$ cat config.mk
export PLATFORM = sky130hd
export DESIGN_NAME = regfile_bist
export DESIGN_NICKNAME = d
export VERILOG_FILES = /design/src/rtl/regfile_bist.sv
export SDC_FILE = /design/constraint.sdc
export NUM_CORES = 1
export LEC_CHECK = 0
export ABC_CLOCK_PERIOD_IN_PS = 9600
export BUFFER_PORTS_ARGS = -buffer_cell sky130_fd_sc_hd__buf_4
export CAP_MARGIN = 20
export CELL_PAD_IN_SITES_DETAIL_PLACEMENT = 1
export CELL_PAD_IN_SITES_GLOBAL_PLACEMENT = 1
export CORE_MARGIN = 10
export CORE_UTILIZATION = 29
export DETAILED_ROUTE_END_ITERATION = 8
export GPL_ROUTABILITY_DRIVEN = 0
export HOLD_SLACK_MARGIN = 0.06
export PLACE_DENSITY = 0.95
export SKIP_CTS_REPAIR_TIMING = 1
export SLEW_MARGIN = 20
export SYNTH_ARGS = -nofsm -noshare
export SYNTH_HDL_FRONTEND = slang
export SYNTH_SLANG_ARGS = --single-unit
$ cat constraint.sdc
create_clock -name clk -period 9.6 [get_ports clk]
set_input_delay 1.44 -clock clk [delete_from_list [all_inputs] [get_ports clk]]
set_output_delay 1.44 -clock clk [all_outputs]
set_load 0.01 [all_outputs]
$ cat src/rtl/regfile_bist.sv
// -----------------------------------------------------------------------------
// regfile_bist
//
// Built-in self-test initiator for a 32 x 64-bit register file. The register
// file has two combinational read ports and one posedge write port, and X31 is
// hard-wired to zero. When started, this block drives the register file ports
// through a fixed sequence:
//   1. an illegal write of 0xA0 to X31;
//   2. a pattern write to X0..X30 (register i receives i*PATTERN);
//   3. a read-back of every register on both ports, with port 2 one address
//      behind port 1;
//   4. a write with RegWrite=0 to HOLD_REG, followed by a read-back of HOLD_REG.
// It then reports pass/fail, a saturating mismatch count and the address of
// the first failing read. The muxing that hands the register file ports to
// this block is done elsewhere.
//
// Ports
//   clk            : rising-edge clock shared with the register file
//   reset_n        : asynchronous active-low reset
//   start          : begin a test; only sampled in IDLE or DONE
//   ReadData1/2    : register file read data, ports 1 and 2
//   ReadRegister1/2: register file read addresses, ports 1 and 2
//   WriteRegister  : register file write address
//   WriteData      : register file write data
//   RegWrite       : register file write enable
//   busy           : test in progress
//   done           : test finished, results valid
//   pass           : done with zero mismatches
//   err_count      : mismatch count, saturating at 127
//   first_fail_reg : address of the first mismatching read, 0 if none
// -----------------------------------------------------------------------------
module regfile_bist #(
    parameter logic [63:0] PATTERN   = 64'h0000010204080001,
    parameter logic [4:0]  HOLD_REG  = 5'd10,
    parameter logic [63:0] HOLD_DATA = 64'hAAAAAAAAAAAAAAAA
) (
    input  logic        clk,
    input  logic        reset_n,
    input  logic        start,
    input  logic [63:0] ReadData1,
    input  logic [63:0] ReadData2,
    output logic [4:0]  ReadRegister1,
    output logic [4:0]  ReadRegister2,
    output logic [4:0]  WriteRegister,
    output logic [63:0] WriteData,
    output logic        RegWrite,
    output logic        busy,
    output logic        done,
    output logic        pass,
    output logic [6:0]  err_count,
    output logic [4:0]  first_fail_reg
);

    typedef enum logic [2:0] {
        S_IDLE   = 3'd0,
        S_W31    = 3'd1,
        S_WRITE  = 3'd2,
        S_READ   = 3'd3,
        S_HOLD_W = 3'd4,
        S_HOLD_R = 3'd5,
        S_DONE   = 3'd6
    } state_t;

    localparam logic [4:0]  LAST_WRITE_IDX = 5'd30;
    localparam logic [4:0]  LAST_READ_IDX  = 5'd31;
    localparam logic [63:0] W31_DATA       = 64'h00000000000000A0;
    localparam logic [6:0]  ERR_MAX        = 7'd127;

    // -------------------------------------------------------------------------
    // State
    // -------------------------------------------------------------------------
    state_t      r_state;
    logic [4:0]  r_idx;
    logic [6:0]  r_err_count;
    logic [4:0]  r_first_fail;
    logic        r_fail_seen;

    // -------------------------------------------------------------------------
    // Golden contents table: entry r holds what register r must read back as.
    // X31 always reads zero on a healthy register file. All entries are
    // constants, so this reduces to a 32:1 constant mux per lookup.
    // -------------------------------------------------------------------------
    logic [63:0] w_golden [32];

    generate
        for (genvar gi = 0; gi < 32; gi++) begin : g_golden
            if (gi == 31) begin : g_zero
                assign w_golden[gi] = '0;
            end else begin : g_mult
                assign w_golden[gi] = PATTERN * 64'(gi);
            end
        end
    endgenerate

    // -------------------------------------------------------------------------
    // Register-file-facing outputs decoded purely from r_state / r_idx, so no
    // combinational path exists from any input to these outputs.
    // -------------------------------------------------------------------------
    logic [4:0] w_idx_prev;
    assign w_idx_prev = r_idx - 5'd1;   // wraps 0 -> 31 for the port 2 lag

    always_comb begin
        ReadRegister1 = '0;
        ReadRegister2 = '0;
        WriteRegister = '0;
        WriteData     = '0;
        RegWrite      = 1'b0;
        unique case (r_state)
            S_W31: begin
                WriteRegister = 5'd31;
                WriteData     = W31_DATA;
                RegWrite      = 1'b1;
            end
            S_WRITE: begin
                WriteRegister = r_idx;
                WriteData     = w_golden[r_idx];
                RegWrite      = 1'b1;
            end
            S_READ: begin
                ReadRegister1 = r_idx;
                ReadRegister2 = w_idx_prev;
            end
            S_HOLD_W: begin
                // Address and data are presented with the enable low; a
                // healthy register file must not commit this.
                WriteRegister = HOLD_REG;
                WriteData     = HOLD_DATA;
            end
            S_HOLD_R: begin
                ReadRegister1 = HOLD_REG;
            end
            default: begin
            end
        endcase
    end

    assign busy           = (r_state == S_W31)    || (r_state == S_WRITE)  ||
                            (r_state == S_READ)   || (r_state == S_HOLD_W) ||
                            (r_state == S_HOLD_R);
    assign done           = (r_state == S_DONE);
    assign pass           = done && (r_err_count == 7'd0);
    assign err_count      = r_err_count;
    assign first_fail_reg = r_first_fail;

    // -------------------------------------------------------------------------
    // Read-back comparison. HOLD_R checks port 1 only.
    // -------------------------------------------------------------------------
    logic        w_cmp1_en;
    logic        w_cmp2_en;
    logic [63:0] w_exp1;
    logic [63:0] w_exp2;
    logic        w_mis1;
    logic        w_mis2;
    logic [1:0]  w_mis_cnt;
    logic [7:0]  w_err_sum;
    logic [6:0]  w_err_sat;

    assign w_cmp1_en = (r_state == S_READ) || (r_state == S_HOLD_R);
    assign w_cmp2_en = (r_state == S_READ);
    assign w_exp1    = w_golden[ReadRegister1];
    assign w_exp2    = w_golden[ReadRegister2];
    assign w_mis1    = w_cmp1_en && (ReadData1 != w_exp1);
    assign w_mis2    = w_cmp2_en && (ReadData2 != w_exp2);
    assign w_mis_cnt = {1'b0, w_mis1} + {1'b0, w_mis2};
    assign w_err_sum = {1'b0, r_err_count} + {6'd0, w_mis_cnt};
    assign w_err_sat = (w_err_sum > {1'b0, ERR_MAX}) ? ERR_MAX : w_err_sum[6:0];

    // -------------------------------------------------------------------------
    // Sequencer and result registers
    // -------------------------------------------------------------------------
    always_ff @(posedge clk or negedge reset_n) begin
        if (!reset_n) begin
            r_state      <= S_IDLE;
            r_idx        <= '0;
            r_err_count  <= '0;
            r_first_fail <= '0;
            r_fail_seen  <= 1'b0;
        end else begin
            unique case (r_state)
                S_IDLE, S_DONE: begin
                    if (start) begin
                        r_state      <= S_W31;
                        r_idx        <= '0;
                        r_err_count  <= '0;
                        r_first_fail <= '0;
                        r_fail_seen  <= 1'b0;
                    end
                end
                S_W31: begin
                    r_state <= S_WRITE;
                    r_idx   <= '0;
                end
                S_WRITE: begin
                    if (r_idx == LAST_WRITE_IDX) begin
                        r_state <= S_READ;
                        r_idx   <= '0;
                    end else begin
                        r_idx <= r_idx + 5'd1;
                    end
                end
                S_READ: begin
                    if (r_idx == LAST_READ_IDX) begin
                        r_state <= S_HOLD_W;
                        r_idx   <= '0;
                    end else begin
                        r_idx <= r_idx + 5'd1;
                    end
                end
                S_HOLD_W: begin
                    r_state <= S_HOLD_R;
                end
                S_HOLD_R: begin
                    r_state <= S_DONE;
                end
                default: begin
                    r_state <= S_IDLE;
                    r_idx   <= '0;
                end
            endcase

            // Compare results commit at the edge that closes the READ/HOLD_R
            // cycle. Comparison is never enabled in IDLE/DONE, so this never
            // collides with the clear on start above.
            if (w_mis1 || w_mis2) begin
                r_err_count <= w_err_sat;
                if (!r_fail_seen) begin
                    r_fail_seen  <= 1'b1;
                    // Port 1 takes priority when both ports miss together.
                    r_first_fail <= w_mis1 ? ReadRegister1 : ReadRegister2;
                end
            end
        end
    end

endmodule
==> impl_metrics.ini, run 1 <==
[run_status]
status = finished, final reports clean

[timing]
rsz0062_at_grt = false
relSlewSlack_pct = 47.2
setup_viol_count_final = 0
finalSetupTns_ns = 0
worst-slew-pin-transition_ns = 0.792
finalHoldViolations = 0
fmax_mhz = 211
min_period_over_period_pct = 49.5
maxSlewViolCount = 0
period_minus_slack_ns = 4.75
worst_clock_skew_ns = 0.00612

[routing]
routed_wl_um = 14300
drc = 0
wl_per_cell_um = 21.1
via_per_inst = 5.20
ant_nets = 0
drt_pass1_iterations = 6
vias = 3530
drt_iter0_markers = 204

[placement]
placed_area_sq_mm = 0.00421
port_buffers = 206
hpwl_um = 12100

[cells_and_area]
diodes = 0
layout_commonest_cell = buf_4
seqCellArea_sq_um = 526
largest_register_ffs = 7
n_fill_cell = 1266
syn_to_final_growth_pct = 46.8
multiInputGateArea_sq_mm = 0.00191
mostFrequentLayoutCells = 206 x buf_4, 33 x nand2_1, 27 x nor2_1, 22 x nor4_1, 21 x dfrtp_1
drive_above_1_share_pct = 41.9
fin_nets = 688
fin_area_sq_mm = 0.00426

[pwr]
p_leak_nw = 2.12
p_per_area_mw_per_mm2 = 181
ir_worst_vdd_v = 0.0000792

[yosys]
synth_edf_count = 0
ys.flop_type = dfrtp_1
synthCells = 386
yosysUniqueCellTypes = 63
async_flop_share_pct = 100
yosys_warnings = 0
avgSynthCellArea_sq_um = 7.52
ys_ff_latch = 21
synth_area_sq_mm = 0.00290
ys_seq_area_share_pct = 18.1

[worst_setup_path]
r2r_slack_ns = 4.85
worstPathRequired_ns = 9.76
start_kind = flip-flop
crit_arrival_ns = 4.91
cp_max_fo = 20
critPathCaptureType = flip-flop
critical_path.top_delay_family = simple AND/OR/NAND/NOR gates
crit_chain = inv_1 -> ha_1 -> or4b_1 -> a311oi_1 -> or4_1 -> a221oi_1 -> o21ai_1 -> o21a_2 -> clkinv_2 -> fa_1 -> inv_1 -> and4_1 -> and2_1 -> nand3_1 -> nand3_1 -> a21oi_1 -> a211oi_1
cp.depth = 17
critical_path_class = reg2reg
max_stage_delay_ns = 0.62
cp_slowest_cell = dfrtp_1
reg2reg_depth = 17
critical_path_buf_inv_count = 3

[global_route]
grt_start_max_net_pins = 28
grt_pass1_wl_um = 21100
grt_pass1_vias = 3732
track_usage_pct = 17.9
antenna_found_initial = 0
grt_overflow = 0

[floorplan]
rows = 36
core_sq_mm = 0.00977
ioPinCount = 226
die_h_um = 120
chipWidth_um = 120
initial_core_util_pct = 29.7
dieArea_sq_mm = 0.0144

[cts]
numCtsBuffers = 3
cts-root-buf = clkbuf_8
cts_sinks = 21
cts_tree = yes
path_clk_slew_ns = 0.08
clockBufferDepth = 2
clk_latency_ns = 0.26
htree_num_levels = 1

[worst_hold_path]
hp-class = reg2reg
min_delay_path_depth = 2

[run]
maxCapViolations = 0
==> metrics by stage <==
step                      power, mW  util, %  std cells  setup slack [ns]  hold slack [ns]
after detailed placement      0.722     43.1        675              4.72            0.529
after global placement        0.695     43.1        675              4.89            0.517
after global routing          0.834     43.6        679              4.51            0.570
after floorplan               0.505        -        404              5.38            0.503
final                         0.771     43.6        679              4.85            0.537
after CTS                     0.783     43.6        679              4.89            0.543
==> power breakdown <==
part / internal [mW] / switching [mW] / total, mW
combinational: 0.256 / 0.300 / 0.557
clock: 0.0290 / 0.0304 / 0.0593
sequential: 0.105 / 0.0507 / 0.155
total: 0.390 / 0.381 / 0.771
==> cells in the mapped netlist, drive strengths merged, types with 2 or more instances <==
| cell | number | area, sq um |
|---|---|---|
| a31oi | 2 | 12.5 |
| mux2i | 16 | 160 |
| and2 | 4 | 25.0 |
| or4 | 7 | 52.6 |
| nand3b | 2 | 15.0 |
| or2 | 8 | 50.1 |
| clkbuf | 5 | 18.8 |
| nand2b | 2 | 12.5 |
| and3b | 4 | 35.0 |
| nor2 | 28 | 113 |
| nor2b | 4 | 25.0 |
| and3 | 10 | 62.6 |
| nand4b | 4 | 41.3 |
| inv | 15 | 56.3 |
| o211ai | 4 | 30.0 |
| nand3 | 17 | 85.1 |
| a21o | 4 | 30.0 |
| nor4b | 2 | 17.5 |
| xor2 | 2 | 17.5 |
| o31ai | 6 | 45.0 |
| o21ai | 15 | 75.1 |
| xnor2 | 3 | 26.3 |
| nand2 | 33 | 124 |
| and4 | 5 | 43.8 |
| nor4 | 22 | 138 |
| a211oi | 5 | 42.5 |
| buf | 63 | 449 |
| a21oi | 18 | 101 |
| dfrtp | 21 | 526 |
| ha | 9 | 113 |
| a41oi | 2 | 17.5 |
| nand4 | 6 | 37.5 |
| a311oi | 4 | 35.0 |
| nor3 | 12 | 60.1 |
| o21a | 3 | 23.8 |
==> path summary, 6_finish.rpt <==
| path | from | endpoint |
|---|---|---|
| max | r_idx[0] | err_count[4] |
| min | first_fail_reg[0] | first_fail_reg[0] |
| max reg2reg | r_idx[0] | err_count[4] |
| min reg2reg | first_fail_reg[0] | first_fail_reg[0] |
| max in group asynchronous | reset_n | r_idx[4] |
| min in group asynchronous | reset_n | err_count[3] |
==> per-layer routing <==
metal,vias to the layer above,wire length [um],track usage (%)
met5,-,0,0
met4,0,158,3.39
met3,10,872,3.19
met2,132,8010,36.0
met1,1709,5280,18.7
li1,1679,-,-
==> tightest hold or removal path, cell delays in order, from the launching register on <==
cell     delay, ns
dfrtp_1       0.39
nand2_1       0.06
mux2i_1       0.06
==> area by class of cell <==
cell class                 count  area share (%)
clock buffer                   3           0.969
clock inverter                 1           0.117
sequential                    21            12.3
multi-input combinational    299            44.9
timing repair buffer         206            36.3
tap                          133            3.91
inverter                      16            1.44
==> logic make-up (layout without fill, tap and decap cells) <==
| logic type | Yosys count | in the layout | share of synthesized area (%) |
|---|---|---|---|
| AO/OA/AOI/OAI | 75 | 75 | 18.2 |
| XOR/XNOR | 5 | 5 | 1.51 |
| adder cells (fa/ha/maj) | 10 | 10 | 4.57 |
| buffers and inverters | 84 | 226 | 18.2 |
| flip-flops | 21 | 21 | 18.1 |
| multiplexers | 16 | 16 | 5.52 |
| other | 1 | 19 | 0.129 |
| AND/OR/NAND/NOR | 174 | 174 | 33.7 |
(Power assumes the default switching activity.)
==> inputs of run 2 (changes only) <==
--- a/config.mk
+++ b/config.mk
@@ -5,17 +5,17 @@
 export SDC_FILE = /design/constraint.sdc
 export NUM_CORES = 1
 export LEC_CHECK = 0
-export ABC_CLOCK_PERIOD_IN_PS = 9600
+export ABC_CLOCK_PERIOD_IN_PS = 4700
 export BUFFER_PORTS_ARGS = -buffer_cell sky130_fd_sc_hd__buf_4
 export CAP_MARGIN = 20
 export CELL_PAD_IN_SITES_DETAIL_PLACEMENT = 1
 export CELL_PAD_IN_SITES_GLOBAL_PLACEMENT = 1
 export CORE_MARGIN = 10
-export CORE_UTILIZATION = 29
+export CORE_UTILIZATION = 27
 export DETAILED_ROUTE_END_ITERATION = 8
 export GPL_ROUTABILITY_DRIVEN = 0
 export HOLD_SLACK_MARGIN = 0.06
-export PLACE_DENSITY = 0.95
+export PLACE_DENSITY = 0.92
 export SKIP_CTS_REPAIR_TIMING = 1
 export SLEW_MARGIN = 20
 export SYNTH_ARGS = -nofsm -noshare
==> constraint.sdc (replaced) <==
create_clock -name clk -period 4.7 [get_ports clk]
set_input_delay 0.705 -clock clk [delete_from_list [all_inputs] [get_ports clk]]
set_output_delay 0.705 -clock clk [all_outputs]
set_load 0.01 [all_outputs]
==> run 2 against run 1 <==
  * Clock power rose by 100%
  * Sequential share of layout area fell by 0.093 points
  * Cell count rose by 1.0%
  * Global-route usage fell by 0.88 points
  * Flip-flop and latch count did not move
  * Non-clock buffer count rose by 4
  * Hold slack got worse by 0.23 ns
  * Critical path type unchanged
  * Critical endpoint unchanged
  * Largest power group unchanged
==> impl_metrics.ini, run 2 (synthesis gave the netlist of run 1 again) <==
[floorplan]
chipWidth_um = 124
die_h_um = 124
rows = 37
dieArea_sq_mm = 0.0153
initial_core_util_pct = 27.9
ioPinCount = 226
core_sq_mm = 0.0104

[cts]
path_clk_slew_ns = 0.08
cts-root-buf = clkbuf_8
cts_tree = yes
htree_num_levels = 1
cts_sinks = 21
numCtsBuffers = 3
clk_latency_ns = 0.26
clockBufferDepth = 2

[worst_setup_path]
crit_arrival_ns = 4.42
cp_max_fo = 10
worstReg2RegStart = r_idx[0]
timing.critical_path.to = err_count[4]
r2r_slack_ns = 0.45
critical_path_class = reg2reg
r2r-end = err_count[4]
crit_chain = inv_1 -> ha_1 -> or4b_1 -> a311oi_1 -> or4_1 -> a221oi_1 -> o21ai_1 -> o21a_2 -> clkinv_2 -> fa_1 -> inv_1 -> and4_1 -> and2_1 -> nand3_1 -> nand3_1 -> a21oi_1 -> a211oi_1
critical_path.top_delay_family = simple AND/OR/NAND/NOR gates
reg2reg_depth = 17
max_stage_delay_ns = 0.48
cp.depth = 17
critPathLaunch = r_idx[0]
worstPathRequired_ns = 4.87
critical_path_buf_inv_count = 3
critPathCaptureType = flip-flop
cp_slowest_cell = or4b_1
start_kind = flip-flop

[cells_and_area]
syn_to_final_growth_pct = 48.0
drive_above_1_share_pct = 42.2
layout_commonest_cell = buf_4
largest_register_ffs = 7
mostFrequentLayoutCells = 210 x buf_4, 33 x nand2_1, 27 x nor2_1, 22 x nor4_1, 21 x dfrtp_1
diodes = 0
stdcell_count = 686
fin_nets = 692
n_fill_cell = 1302

[routing]
wl_per_cell_um = 21.1
drc = 0
routed_wl_um = 14500
vias = 3538
drt_pass1_iterations = 4
drt_iter0_markers = 233
via_per_inst = 5.16
ant_nets = 0

[timing]
rsz0062_at_grt = false
finalSetupTns_ns = 0
maxSlewViolCount = 0
finalHoldViolations = 0
setup_viol_count_final = 0
relSlewSlack_pct = 50.2
fmax_mhz = 235
period_minus_slack_ns = 4.25
worst-slew-pin-transition_ns = 0.747
worst_clock_skew_ns = 0.00484
min_period_over_period_pct = 90.4
setup_ws_ns = 0.449

[run]
maxCapViolations = 0

[placement]
dp.cells = 682
port_buffers = 206
pre_cts_ws_ns = 0.473
hpwl_um = 12500

[pwr]
p_per_area_mw_per_mm2 = 368
p_leak_nw = 2.14
ir_worst_vdd_v = 0.000161

[global_route]
antenna_found_initial = 0
grt_pass1_wl_um = 20900
track_usage_pct = 17.0
grt_start_max_net_pins = 26
grt_pass1_vias = 3861
grt_overflow = 0

[worst_hold_path]
hp-class = in2async

[run_status]
status = finished, final reports clean
==> run 2: stage by stage <==
| step | hold slack, ns | cell area, sq um | util [%] | total power [mW] |
|---|---|---|---|---|
| floorplan | 0.409 | 2970 | - | 1.03 |
| global placement | 0.523 | 4250 | 40.8 | 1.43 |
| detailed placement | 0.530 | 4250 | 40.8 | 1.48 |
| CTS | 0.323 | 4290 | 41.2 | 1.60 |
| global route | 0.329 | 4290 | 41.2 | 1.71 |
| finish | 0.309 | 4290 | 41.2 | 1.58 |
==> run 2: cell type report <==
type / instances / area (sq um) / share of cell area, %
clock buffers: 4 / 45.0 / 1.05
flip-flops and latches: 21 / 526 / 12.2
inverters: 16 / 61.3 / 1.43
multi-input cells: 299 / 1910 / 44.6
repair buffers: 210 / 1580 / 36.7
well taps: 136 / 170 / 3.96
==> run 2: worst min-delay path by stage <==
stage                                  from                 to  slack, ns
after floorplan                     reset_n       err_count[0]       0.41
after global placement    first_fail_reg[1]  first_fail_reg[1]       0.52
after detailed placement  first_fail_reg[2]  first_fail_reg[2]       0.53
after CTS                           reset_n       err_count[1]       0.32
after global routing                reset_n           r_idx[2]       0.33
final                               reset_n       err_count[1]       0.31
==> run 2: report_power, final <==
| group | leakage (nW) | switching [mW] | internal [mW] | total [mW] |
|---|---|---|---|---|
| combinational | 1.83 | 0.636 | 0.533 | 1.17 |
| sequential | 0.284 | 0.0786 | 0.214 | 0.293 |
| clock | 0.0228 | 0.0580 | 0.0605 | 0.119 |
| total | 2.14 | 0.772 | 0.807 | 1.58 |
==> run 2: worst register-to-register path, stage by stage, from the launching register on <==
cell and delay, ns:
dfrtp_1 0.38, inv_1 0.18, ha_1 0.38, or4b_1 0.48
a311oi_1 0.34, or4_1 0.18, a221oi_1 0.08, o21ai_1 0.10
o21a_2 0.27, clkinv_2 0.17, fa_1 0.41, inv_1 0.12
and4_1 0.28, and2_1 0.19, nand3_1 0.17, nand3_1 0.15
a21oi_1 0.06, a211oi_1 0.23
==> run 2: per-layer routing <==
| metal | up-vias | part of all wire, % | GRT usage, % |
|---|---|---|---|
| met3 | 27 | 7.4 | 2.76 |
| met5 | - | 0 | 0 |
| li1 | 1683 | - | - |
| met1 | 1671 | 34 | 17.3 |
| met4 | 0 | 2.7 | 5.97 |
| met2 | 157 | 56 | 33.8 |
==> inputs of run 3 (changes only) <==
--- a/config.mk
+++ b/config.mk
@@ -5,6 +5,7 @@
 export SDC_FILE = /design/constraint.sdc
 export NUM_CORES = 1
 export LEC_CHECK = 0
+export ABC_AREA = 1
 export ABC_CLOCK_PERIOD_IN_PS = 4700
 export BUFFER_PORTS_ARGS = -buffer_cell sky130_fd_sc_hd__buf_4
 export CAP_MARGIN = 20
@@ -15,7 +16,7 @@
 export DETAILED_ROUTE_END_ITERATION = 8
 export GPL_ROUTABILITY_DRIVEN = 0
 export HOLD_SLACK_MARGIN = 0.06
-export PLACE_DENSITY = 0.92
+export PLACE_DENSITY = 0.95
 export SKIP_CTS_REPAIR_TIMING = 1
 export SLEW_MARGIN = 20
 export SYNTH_ARGS = -nofsm -noshare
==> run 3 against run 2 <==
  * Critical path depth grew 9
  * Clock-buffer cell count shrank 1
  * Cell count rose by 29%
  * Setup slack better by 0.28 ns
  * Synthesized area is 13% higher
  * Power increased by 0.88%
  * Largest cell class unchanged
  * Critical path type unchanged
  * Core utilization decreased by 1.5 points
  * Largest power group unchanged
  * Register-to-register slack improved by 0.28 ns
==> impl_metrics.ini, run 3 <==
[yosys]
synth_top_family_by_area = simple AND/OR/NAND/NOR gates
synthCells = 566
ys_seq_area_share_pct = 16.0
ys.flop_type = dfrtp_1
synth_area_sq_mm = 0.00328
synth-compound-area-share_pct = 5.57
ys_ff_latch = 21
netlist.top_cell.by_area = nand2_1
muxShareOfSynthArea_pct = 0
yosys.area_share.simple_pct = 52.4
yosys_warnings = 0
yosysUniqueCellTypes = 36
synth_common_cells = 173 x nand2_1, 88 x nor2_1, 67 x inv_1, 52 x buf_4, 34 x nand3_1
synth_most_common_cell = nand2_1
avgSynthCellArea_sq_um = 5.80
synth_edf_count = 0
synth_top_area_share_pct = 19.8
synth_xor_area_share_pct = 0.801
synth_area_leaders = nand2_1 20%, dfrtp_1 16%, buf_4 12%
synth_fa_ha_area_share_pct = 4.04
async_flop_share_pct = 100

[timing]
min_period_over_period_pct = 84.4
maxSlewViolCount = 0
rsz0062_at_grt = false
holdWs_ns = 0.334
finalSetupTns_ns = 0
worst_clock_skew_ns = 0.00324
relSlewSlack_pct = 59.7
worst-slew-pin-transition_ns = 0.605
setup_viol_count_final = 0
period_minus_slack_ns = 3.97
finalHoldViolations = 0
fmax_mhz = 252

[pwr]
pwr-share-comb_pct = 71.4
ir_worst_vdd_v = 0.000155
p_seq_share_pct = 17.2
swShare_pct = 48.9
p_int_mw = 0.815
p_leak_nw = 2.65
power_frac_clock_pct = 11.5
netSwitchingPower_mw = 0.779
p_per_area_mw_per_mm2 = 336

[worst_setup_path]
worstReg2RegStart = r_idx[0]
r2r_slack_ns = 0.73
worstPathRequired_ns = 4.89
max_stage_delay_ns = 0.48
cp_max_fo = 15
critical_path_class = reg2reg
critPathCaptureType = flip-flop
critical_path_buf_inv_count = 4
reg2reg_depth = 26
start_kind = flip-flop
critical_path.top_delay_family = simple AND/OR/NAND/NOR gates
crit_top_cell = nand2_1
r2r-end = err_count[4]
cp_slowest_cell = dfrtp_1
crit_arrival_ns = 4.16

[worst_hold_path]
hp-class = in2async

[global_route]
antenna_found_initial = 0
grt_pass1_vias = 4422
grt_start_max_net_pins = 22
track_usage_pct = 15.3
grt_pass1_wl_um = 21600
grt_overflow = 0

[cts]
numCtsBuffers = 3
clk_latency_ns = 0.25
clockBufferDepth = 2
htree_num_levels = 1
path_clk_slew_ns = 0.06
cts_sinks = 21
cts_tree = yes
cts-root-buf = clkbuf_16

[floorplan]
dieArea_sq_mm = 0.0170
chipWidth_um = 130
die_h_um = 130
core_sq_mm = 0.0120
ioPinCount = 226
rows = 40
initial_core_util_pct = 27.4

[run_status]
status = finished, final reports clean

[cells_and_area]
layout_commonest_cell = buf_4
largest_register_ffs = 7
fin_nets = 881
drive_above_1_share_pct = 32.9
syn_to_final_growth_pct = 44.7
mostFrequentLayoutCells = 208 x buf_4, 173 x nand2_1, 88 x nor2_1, 67 x inv_1, 34 x nand3_1
diodes = 0

[run]
maxCapViolations = 0

[placement]
hpwl_um = 12000
port_buffers = 206

[routing]
drt_iter0_markers = 156
routed_wl_um = 13700
vias = 4073
drt_pass1_iterations = 4
wl_per_cell_um = 15.5
via_per_inst = 4.60
drc = 0
ant_nets = 0
run 3: worst register-to-register path, cell delays in order, from the launching register on:
cell and delay (ns):
dfrtp_1 0.48, clkinv_1 0.33, ha_1 0.35, inv_1 0.06, nand2_1 0.04, nand2_1 0.09, nand2_2 0.10, nor2_2 0.15
nand2_1 0.13, nand2_2 0.11, nand2_1 0.05, nand2_1 0.05, nor2_1 0.04, nand2_1 0.05, inv_1 0.03, nand2_1 0.06
nor2_1 0.04, nand2_1 0.10, nand2_4 0.14, fa_1 0.43, nor3_1 0.26, inv_1 0.09, nor3_1 0.20, nand3_1 0.24
o21ai_0 0.16, nand2_1 0.08, nand2_1 0.06
run 3: per-stage QoR:
stage	worst slack (ns)	util, %	instance area [sq um]	total power, mW	cells
detailed placement	0.749	39.0	4670	1.43	882
finish	0.732	39.7	4750	1.59	886
global placement	1.00	39.0	4670	1.40	882
CTS	0.731	39.7	4750	1.62	886
floorplan	1.24	-	3350	1.01	584
global route	0.257	39.7	4750	1.75	886
run 3: how the worst max path moves through the flow:
stage | from | endpoint | depth (start not counted) | slack [ns]
2_1_floorplan | r_idx[0] | err_count[5] | 19 | 1.24
3_3_place_gp | r_idx[0] | err_count[3] | 26 | 1.00
3_5_place_dp | r_idx[0] | err_count[4] | 26 | 0.75
4_1_cts | r_idx[0] | err_count[2] | 26 | 0.73
5_1_grt | r_idx[0] | err_count[3] | 26 | 0.26
6_report | r_idx[0] | err_count[4] | 26 | 0.73
run 3: power by group through the flow:
stage	Clock (mW)	Sequential, mW	Combinational, mW
floorplan	0	0.268	0.743
global placement	0	0.274	1.13
detailed placement	0	0.277	1.15
CTS	0.188	0.274	1.16
global route	0.196	0.281	1.27
finish	0.183	0.273	1.14
run 3: area by class of cell:
class	instances	area [sq um]
multi-input combinational	437	2140
clock inverter	1	5.00
inverter	69	259
clock buffer	3	75.1
tap	147	184
sequential	21	526
timing repair buffer	208	1560
fill	1636	7220
run 3: kinds of logic (layout without fill, tap and decap cells):
family          count (synthesis)  in the layout
compound gates                 32             32
xor+xnor                        3              3
fa+ha+maj                      10             10
buf+inv                       126            281
flops                          21             21
other cells                     1             19
simple gates                  373            373
run 3: per-layer routing:
metal	GRT usage (%)	part of all wire, %	vias up
li1	-	-	2062
met1	17.1	39	1855
met2	29.0	50	150
met3	4.14	9.6	6
met4	1.79	0.63	0
met5	0	0	-
